File: config.mk
export PLATFORM = sky130hd
export DESIGN_NAME = id_exe_stage_reg
export DESIGN_NICKNAME = d
export VERILOG_FILES = /design/src/rtl/id_exe_stage_reg_pkg.sv /design/src/rtl/id_exe_stage_reg_sat_counter.sv /design/src/rtl/id_exe_stage_reg.sv
export SDC_FILE = /design/constraint.sdc
export NUM_CORES = 1
export LEC_CHECK = 0
export BUFFER_PORTS_ARGS = -buffer_cell sky130_fd_sc_hd__buf_2
export CAP_MARGIN = 5
export CORE_UTILIZATION = 25
export DETAILED_ROUTE_END_ITERATION = 7
export GPL_ROUTABILITY_DRIVEN = 0
export PLACE_DENSITY = 0.57
export SYNTH_ARGS = -nofsm -noshare
export SYNTH_HDL_FRONTEND = slang
export SYNTH_SLANG_ARGS = --single-unit
File: constraint.sdc
create_clock -name clk -period 10.9 [get_ports clk]
set_clock_uncertainty 0.2 [all_clocks]
set_input_delay 2.18 -clock clk [delete_from_list [all_inputs] [get_ports clk]]
set_output_delay 2.18 -clock clk [all_outputs]
set_load 0.02 [all_outputs]
File: src/rtl/id_exe_stage_reg_pkg.sv
`default_nettype none
// ============================================================================
// Module   : id_exe_stage_reg_pkg
// Purpose  : Shared widths, control bundle and forwarding select codes for
//            the ID/EX pipeline register and its neighbours.
// Revision : 1.0 - initial release
// ============================================================================
package id_exe_stage_reg_pkg;

  localparam int EXE_CMD_LEN               = 4;
  localparam int SHIFT_OPERAND_LEN         = 12;
  localparam int SIGNED_IMM_LEN            = 24;
  localparam int STATUS_LEN                = 4;
  localparam int REGISTER_FILE_ADDRESS_LEN = 4;

  // Operand-mux select codes used by the forwarding unit.
  typedef enum logic [1:0] {
    FWD_NONE = 2'd0,
    FWD_MEM  = 2'd1,
    FWD_WB   = 2'd2
  } fwd_sel_t;

  // Control bits that must all be dropped together when a bubble is inserted.
  typedef struct packed {
    logic wb_en;
    logic mem_r_en;
    logic mem_w_en;
    logic b;
    logic s;
  } ctrl_t;

endpackage : id_exe_stage_reg_pkg
`default_nettype wire

File: src/rtl/id_exe_stage_reg_sat_counter.sv
`default_nettype none
// ============================================================================
// Module   : sat_counter
// Purpose  : Event counter that sticks at all-ones instead of wrapping.
//            Cleared only by the asynchronous reset.
// Revision : 1.0 - initial release
// ============================================================================
module sat_counter #(
  parameter int CNT_W = 16
) (
  input  logic             clk,
  input  logic             rst,
  input  logic             inc,
  output logic [CNT_W-1:0] count
);

  // Count events, holding at the maximum value once reached.
  always_ff @(posedge clk or posedge rst) begin
    if (rst) begin
      count <= '0;
    end else if (inc && (count != {CNT_W{1'b1}})) begin
      count <= count + 1'b1;
    end
  end

endmodule : sat_counter
`default_nettype wire

File: src/rtl/id_exe_stage_reg.sv
`default_nettype none
// ============================================================================
// Module   : id_exe_stage_reg
// Purpose  : Decode -> execute pipeline register with memory-stall hold,
//            flush/hazard bubble insertion and saturating event counters.
// Revision : 1.0 - initial release
// ============================================================================
module id_exe_stage_reg
  import id_exe_stage_reg_pkg::*;
#(
  parameter int DATA_W     = 32,
  parameter int REG_ADDR_W = REGISTER_FILE_ADDRESS_LEN,
  parameter int CNT_W      = 16
) (
  input  logic                         clk,
  input  logic                         rst,
  input  logic                         mem_stall,
  input  logic                         flush,
  input  logic                         hazard,
  input  logic [DATA_W-1:0]            pc_in,
  input  logic [DATA_W-1:0]            val_rn_in,
  input  logic [DATA_W-1:0]            val_rm_in,
  input  logic [SHIFT_OPERAND_LEN-1:0] shift_operand_in,
  input  logic [SIGNED_IMM_LEN-1:0]    signed_imm_24_in,
  input  logic                         imm_in,
  input  logic [EXE_CMD_LEN-1:0]       exe_cmd_in,
  input  logic                         mem_r_en_in,
  input  logic                         mem_w_en_in,
  input  logic                         wb_en_in,
  input  logic                         b_in,
  input  logic                         s_in,
  input  logic [REG_ADDR_W-1:0]        dest_in,
  input  logic [REG_ADDR_W-1:0]        src1_in,
  input  logic [REG_ADDR_W-1:0]        src2_in,
  input  logic [STATUS_LEN-1:0]        status_in,
  output logic [DATA_W-1:0]            pc_out,
  output logic [DATA_W-1:0]            val_rn_out,
  output logic [DATA_W-1:0]            val_rm_out,
  output logic [SHIFT_OPERAND_LEN-1:0] shift_operand_out,
  output logic [SIGNED_IMM_LEN-1:0]    signed_imm_24_out,
  output logic                         imm_out,
  output logic [EXE_CMD_LEN-1:0]       exe_cmd_out,
  output logic                         mem_r_en_out,
  output logic                         mem_w_en_out,
  output logic                         wb_en_out,
  output logic                         b_out,
  output logic                         s_out,
  output logic [REG_ADDR_W-1:0]        dest_out,
  output logic [REG_ADDR_W-1:0]        src1_out,
  output logic [REG_ADDR_W-1:0]        src2_out,
  output logic [STATUS_LEN-1:0]        status_out,
  output logic                         valid_out,
  output logic [CNT_W-1:0]             bubble_count,
  output logic [CNT_W-1:0]             stall_count
);

  // A stall freezes everything, so a flush/hazard seen during a stall is
  // not acted upon; the frozen neighbours will present it again.
  logic  do_bubble;
  logic  do_load;
  ctrl_t ctrl_in;
  ctrl_t ctrl_q;

  // Decode the single action taken at the next edge, by priority.
  always_comb begin
    do_bubble = 1'b0;
    do_load   = 1'b0;
    ctrl_in   = '{wb_en: wb_en_in, mem_r_en: mem_r_en_in, mem_w_en: mem_w_en_in,
                  b: b_in, s: s_in};
    if (!mem_stall) begin
      do_bubble = flush | hazard;
      do_load   = ~(flush | hazard);
    end
  end

  // Field register: load on a normal cycle, zero every field on a bubble so
  // no forwarding match or writeback can come from it, hold otherwise.
  always_ff @(posedge clk or posedge rst) begin
    if (rst) begin
      pc_out            <= '0;
      val_rn_out        <= '0;
      val_rm_out        <= '0;
      shift_operand_out <= '0;
      signed_imm_24_out <= '0;
      imm_out           <= 1'b0;
      exe_cmd_out       <= '0;
      ctrl_q            <= '0;
      dest_out          <= '0;
      src1_out          <= '0;
      src2_out          <= '0;
      status_out        <= '0;
      valid_out         <= 1'b0;
    end else if (do_bubble) begin
      pc_out            <= '0;
      val_rn_out        <= '0;
      val_rm_out        <= '0;
      shift_operand_out <= '0;
      signed_imm_24_out <= '0;
      imm_out           <= 1'b0;
      exe_cmd_out       <= '0;
      ctrl_q            <= '0;
      dest_out          <= '0;
      src1_out          <= '0;
      src2_out          <= '0;
      status_out        <= '0;
      valid_out         <= 1'b0;
    end else if (do_load) begin
      pc_out            <= pc_in;
      val_rn_out        <= val_rn_in;
      val_rm_out        <= val_rm_in;
      shift_operand_out <= shift_operand_in;
      signed_imm_24_out <= signed_imm_24_in;
      imm_out           <= imm_in;
      exe_cmd_out       <= exe_cmd_in;
      ctrl_q            <= ctrl_in;
      dest_out          <= dest_in;
      src1_out          <= src1_in;
      src2_out          <= src2_in;
      status_out        <= status_in;
      valid_out         <= 1'b1;
    end
  end

  assign wb_en_out    = ctrl_q.wb_en;
  assign mem_r_en_out = ctrl_q.mem_r_en;
  assign mem_w_en_out = ctrl_q.mem_w_en;
  assign b_out        = ctrl_q.b;
  assign s_out        = ctrl_q.s;

  sat_counter #(.CNT_W(CNT_W)) u_bubble_cnt (
    .clk   (clk),
    .rst   (rst),
    .inc   (do_bubble),
    .count (bubble_count)
  );

  sat_counter #(.CNT_W(CNT_W)) u_stall_cnt (
    .clk   (clk),
    .rst   (rst),
    .inc   (mem_stall),
    .count (stall_count)
  );

endmodule : id_exe_stage_reg
`default_nettype wire

======== After elaboration in Yosys (flattened, before gate mapping) ========
Index checks and enable logic that the tools add are counted.
cells by class
  $add $sub $neg .......................... 2
  equal/unequal tests ..................... 2
  mux-type cells .......................... 28
  bitwise operators ....................... 2
  reductions and logical operators ........ 3
operators with widths
  kind                                                             number
  32-bit two-way mux                                               6
  24-bit two-way mux                                               2
  4-bit two-way mux                                                10
  16-bit by 1-bit adder with 16-bit output, second input constant  2
  16-bit inequality test, second input constant                    2
  12-bit two-way mux                                               2
  5-bit two-way mux                                                2
  1-bit two-way mux                                                6
  1-bit logical AND                                                2
  2-bit nonzero test                                               1
  1-bit inverter                                                   1
  1-bit bitwise OR                                                 1
word-level totals
  register bits ........................... 191
  input bits .............................. 163
  output and inout port bits .............. 191
  word-level logic and storage cells ...... 56

======== Depth between registers and ports, before layout ========
  word-level depth ........................ 5
  gate-level depth with buffers ........... 6
  mapped depth without buffers ............ 5

======== Modules after synthesis ========
Synthesis repeated with hierarchy kept, for this count alone.
second synthesis, totals
  cell total of the unflattened synthesis .. 833
  area total of the unflattened synthesis .. 8366.8 um2
modules (own cells, without submodules)
  module            instances  cells an instance  area each (um2)
  id_exe_stage_reg  1          691                6755.2
  sat_counter       2          71                 805.8

======== Worst setup path after synthesis ========
No wires, ideal clock.
  path kind ............................... input -> register
  start ................................... in mem_stall
  end ..................................... reg u_bubble_cnt.count[15]
  library setup time ...................... 0.129 ns
  data arrival time ....................... 3.372 ns
  required time ........................... 10.571 ns
  path slack .............................. 7.198 ns
  cell stages on the path ................. 5
  cells stage by stage .................... buf_4 -> o21bai_4 -> nor4_4 -> or4b_1 -> xnor2_1
between the ends
  cells in the longest elaborated chain, start to end .. 2
RTL lines
  element               RTL line                            RTL
  from (decl)           id_exe_stage_reg.sv:17              input logic mem_stall,
  1-bit two-way mux     id_exe_stage_reg.sv:70              if (!mem_stall) begin
  1-bit logical AND     id_exe_stage_reg_sat_counter.sv:21  end else if (inc && (count != {CNT_W{1'b1}})) begin
  to (signal assigned)  id_exe_stage_reg_sat_counter.sv:22  count <= count + 1'b1;
  to (decl)             id_exe_stage_reg_sat_counter.sv:14  output logic [CNT_W-1:0] count
Every way passes these cells.
A chain may end at the register's enable or synchronous reset.

======== Worst setup path in the final report ========
  start ................................... in mem_stall
  end ..................................... reg val_rn_out[19]
between the ends
  cells in the longest elaborated chain, start to end .. 2
  elaborated cells on any way between the ends .. 4
RTL lines
  element                                                          RTL line                 RTL
  1-bit two-way mux                                                id_exe_stage_reg.sv:70
  32-bit two-way mux / 2-bit nonzero test (equally long branches)  -
  to (signal assigned)                                             id_exe_stage_reg.sv:109  val_rn_out <= val_rn_in;
  to (decl)                                                        id_exe_stage_reg.sv:37   output logic [DATA_W-1:0] val_rn_out,
Parallel ways exist; a longest one is shown, timed or not.

==> run_results.csv <==
group,metric,value,unit
die,ios,354,
die,rows,61,
job,maxCapViolations,0,
logic_synthesis,syn_area_per_cell,14.20,um^2
grt,grt_pass1_wl,29.77,mm
routing,wl,19.48,mm
die,die_area,0.02914,mm^2
worst_setup_path,cpMostUsedCell,"buf_4",
die,die_w,170.7,um
sta,final.setup.tns,0,ns
worst_setup_path,path_depth,5,
worst_setup_path,crit_type,"input port to flop",
worst_setup_path,reg2regPathDepth,5,
worst_setup_path,rr_endpoint,"u_stall_cnt.count[1]",
logic_synthesis,syn_nets,666,
sta,relSlewSlack,33.70,%
placement,hpwl,13.23,mm
final_layout,area_delta_synth_final,38.18,%
worst_setup_path,r2r_setup_slack,8.62,ns
worst_setup_path,worstSetupStartpoint,"mem_stall",
placement,dp_slack,5.503,ns
logic_synthesis,ys_warn_count,0,
placement,placedInstanceArea,0.009231,mm^2
clock_network,root_buffer,"clkbuf_16",
die,start_util,25.54,%
routing,drtIter0Drc,308,
final_layout,nets,1003,
worst_setup_path,cp.required,11.05,ns
power,leakagePower,0.005330,uW
power,power-per-cell-area,175.7,mW/mm^2
worst_setup_path,critical_path.cell_chain,"buf_4 -> nor3_2 -> buf_4 -> buf_4 -> a22o_1",
worst_setup_path,crit_family,"buffers and inverters",
sta,post-route-period-util,44.95,%
clock_network,cts_tree,"yes",
worst_setup_path,r2r_start,"u_stall_cnt.count[0]",
status,status,"completed",
sta,slew_viol_final,0,
logic_synthesis,synth_top_area_share,67.18,%
worst_setup_path,cpMaxStageDelayCell,"buf_4",
grt,grtUsageTotal,13.22,%
clock_network,insertion_delay,0.42,ns
grt,grt_max_degree,129,
clock_network,cts_hold_buf,0,
logic_synthesis,syn_area,0.007114,mm^2
worst_setup_path,max_stage_delay,0.76,ns
clock_network,postCtsSetupBuffers,0,
final_layout,layout_common_cells,"buf_2, dfrtp_1, a22o_1, clkbuf_16, xnor2_1",
clock_network,clk_pin_slew_worst_paths,0.07,ns
final_layout,final_common_cell,"buf_2",
final_layout,utilization,35.29,%
logic_synthesis,ys_types,36,
final_layout,layout-drive-gt1-share,46.89,%
final_layout,n_antenna_cell,0,
power,power,1727,uW
worst_setup_path,end_kind,"flop",
die,fp.dieH,170.7,um
logic_synthesis,syn_inst,501,
logic_synthesis,synth_top_area_cell,"dfrtp_1",
logic_synthesis,seq_area_frac_synth,67.18,%
worst_setup_path,crit_path_start_kind,"input port",
die,coreArea,0.02786,mm^2
clock_network,numCtsBuffers,17,
sta,period_needed,4.900,ns
sta,setup_violations,0,
grt,grt_pass1_vias,5366,
worst_setup_path,crit_fanout,92,
sta,fmax,204.1,MHz
worst_setup_path,crit_end,"val_rn_out[19]",
clock_network,clkSinkCount,191,
routing,via_per_inst,4.475,
routing,first_pass_iters,4,
routing,vias,5500,
routing,post_drt_wl_per_cell,15.85,um
clock_network,htree_num_levels,4,
logic_synthesis,synthTopCellsByArea,"dfrtp_1, a22o_1, xnor2_1",
logic_synthesis,ys_seq_elements,191,
grt,antenna_found_initial,0,
placement,numPortBuffers,353,
sta,worst_slew_pin_slew,0.9945,ns
final_layout,fin_area,0.009831,mm^2
sta,hold_viol_final,0,
worst_setup_path,cp_num_buf_inv,3,
sta,fin_ws,6.000,ns
routing,drc_errors,0,
worst_setup_path,worstPathArrival,5.05,ns
sta,grt_setup_unrepaired,"false",
routing,drt.antenna.violating_nets,0,
power,peakVddDrop,0.00008365,V
clock_network,clk_path_buf_depth,2,
min_path,worstHoldPathType,"flop to flop",
clock_network,ctsResizeCount,0,
grt,grt_overflow,0,
cells in the mapped netlist (all sizes together):
master     n
and3       3
a41oi      1
or2        1
nand2      9
mux2       3
ha         2
nor3b      1
or4b       1
nand4     11
and4       7
xnor2     14
nor3       7
o21ba      1
and2       1
a211oi     1
or4        2
o21ai      3
a21oi      6
nand3     11
xor2      10
dfrtp    191
o2111ai    1
nor4       2
a2111oi    2
clkbuf    23
nor2       6
buf       16
o21bai     1
a22o     158
inv        6
worst min path at each step:
| stage | startpoint | end | depth (start not counted) |
|---|---|---|---|
| after floorplan | u_bubble_cnt.count[15] | u_bubble_cnt.count[15] | 1 |
| after global placement | u_bubble_cnt.count[15] | u_bubble_cnt.count[15] | 1 |
| after detailed placement | val_rm_out[2] | val_rm_out[2] | 1 |
| after CTS | val_rm_out[19] | val_rm_out[19] | 1 |
| after global routing | shift_operand_out[8] | shift_operand_out[8] | 1 |
| final | val_rn_out[23] | val_rn_out[23] | 1 |
registers in the layout (all words and copies together) (netlist names):
| signal | flops |
|---|---|
| imm_out | 1 |
| mem_r_en_out | 1 |
| mem_w_en_out | 1 |
| shift_operand_out | 12 |
| wb_en_out | 1 |
| b_out | 1 |
| status_out | 4 |
| val_rn_out | 32 |
| s_out | 1 |
| exe_cmd_out | 4 |
| valid_out | 1 |
| src2_out | 4 |
| src1_out | 4 |
| signed_imm_24_out | 24 |
| val_rm_out | 32 |
| pc_out | 32 |
| u_stall_cnt.count | 16 |
| dest_out | 4 |
| u_bubble_cnt.count | 16 |
per-stage QoR:
step,std cells,hold slack (ns)
2_1_floorplan,501,0.3932
3_3_place_gp,1197,0.2773
3_5_place_dp,1197,0.2853
4_1_cts,1229,0.3065
5_1_grt,1229,0.3152
6_report,1229,0.3008
cells by family after synthesis:
kind of cell / after synthesis / synth area share, %
buf+inv: 45 / 2.673
fa+ha+maj: 2 / 0.3517
xor+xnor: 24 / 2.955
flops: 191 / 67.18
simple gates: 62 / 5.276
mux: 3 / 0.4748
compound gates: 174 / 21.09
cell type report:
cell class                      count  area [um^2]
Clock buffer                       18        439.2
Clock inverter                     14        160.2
Fill cell                        2843        18030
Inverter                            6        30.03
Multi-Input combinational cell    265         2150
Sequential cell                   191         4780
Tap cell                          378        473.0
Timing Repair Buffer              357         1799
power by group:
part           switching, uW  internal, uW
Clock                    309           316
Sequential              55.5           767
Combinational            171           110
Total                    536          1190
worst reg2reg max path: cells and delay by family, from the launching register on:
kind,cells,cell delay (ns)
adders and majority gates,1,0.24
DFF,1,0.43
and+or+nand+nor,3,0.98
muxes,1,0.33
per-layer routing:
| layer | track usage (%) | vias up | wire (um) |
|---|---|---|---|
| li1 | - | 2577 | - |
| met3 | 4.395 | 7 | 1457 |
| met1 | 17.22 | 2697 | 8415 |
| met5 | 0 | - | 0 |
| met4 | 3.486 | 0 | 162 |
| met2 | 20.94 | 219 | 9441 |
No activity file was read; power rests on OpenSTA's default activity.
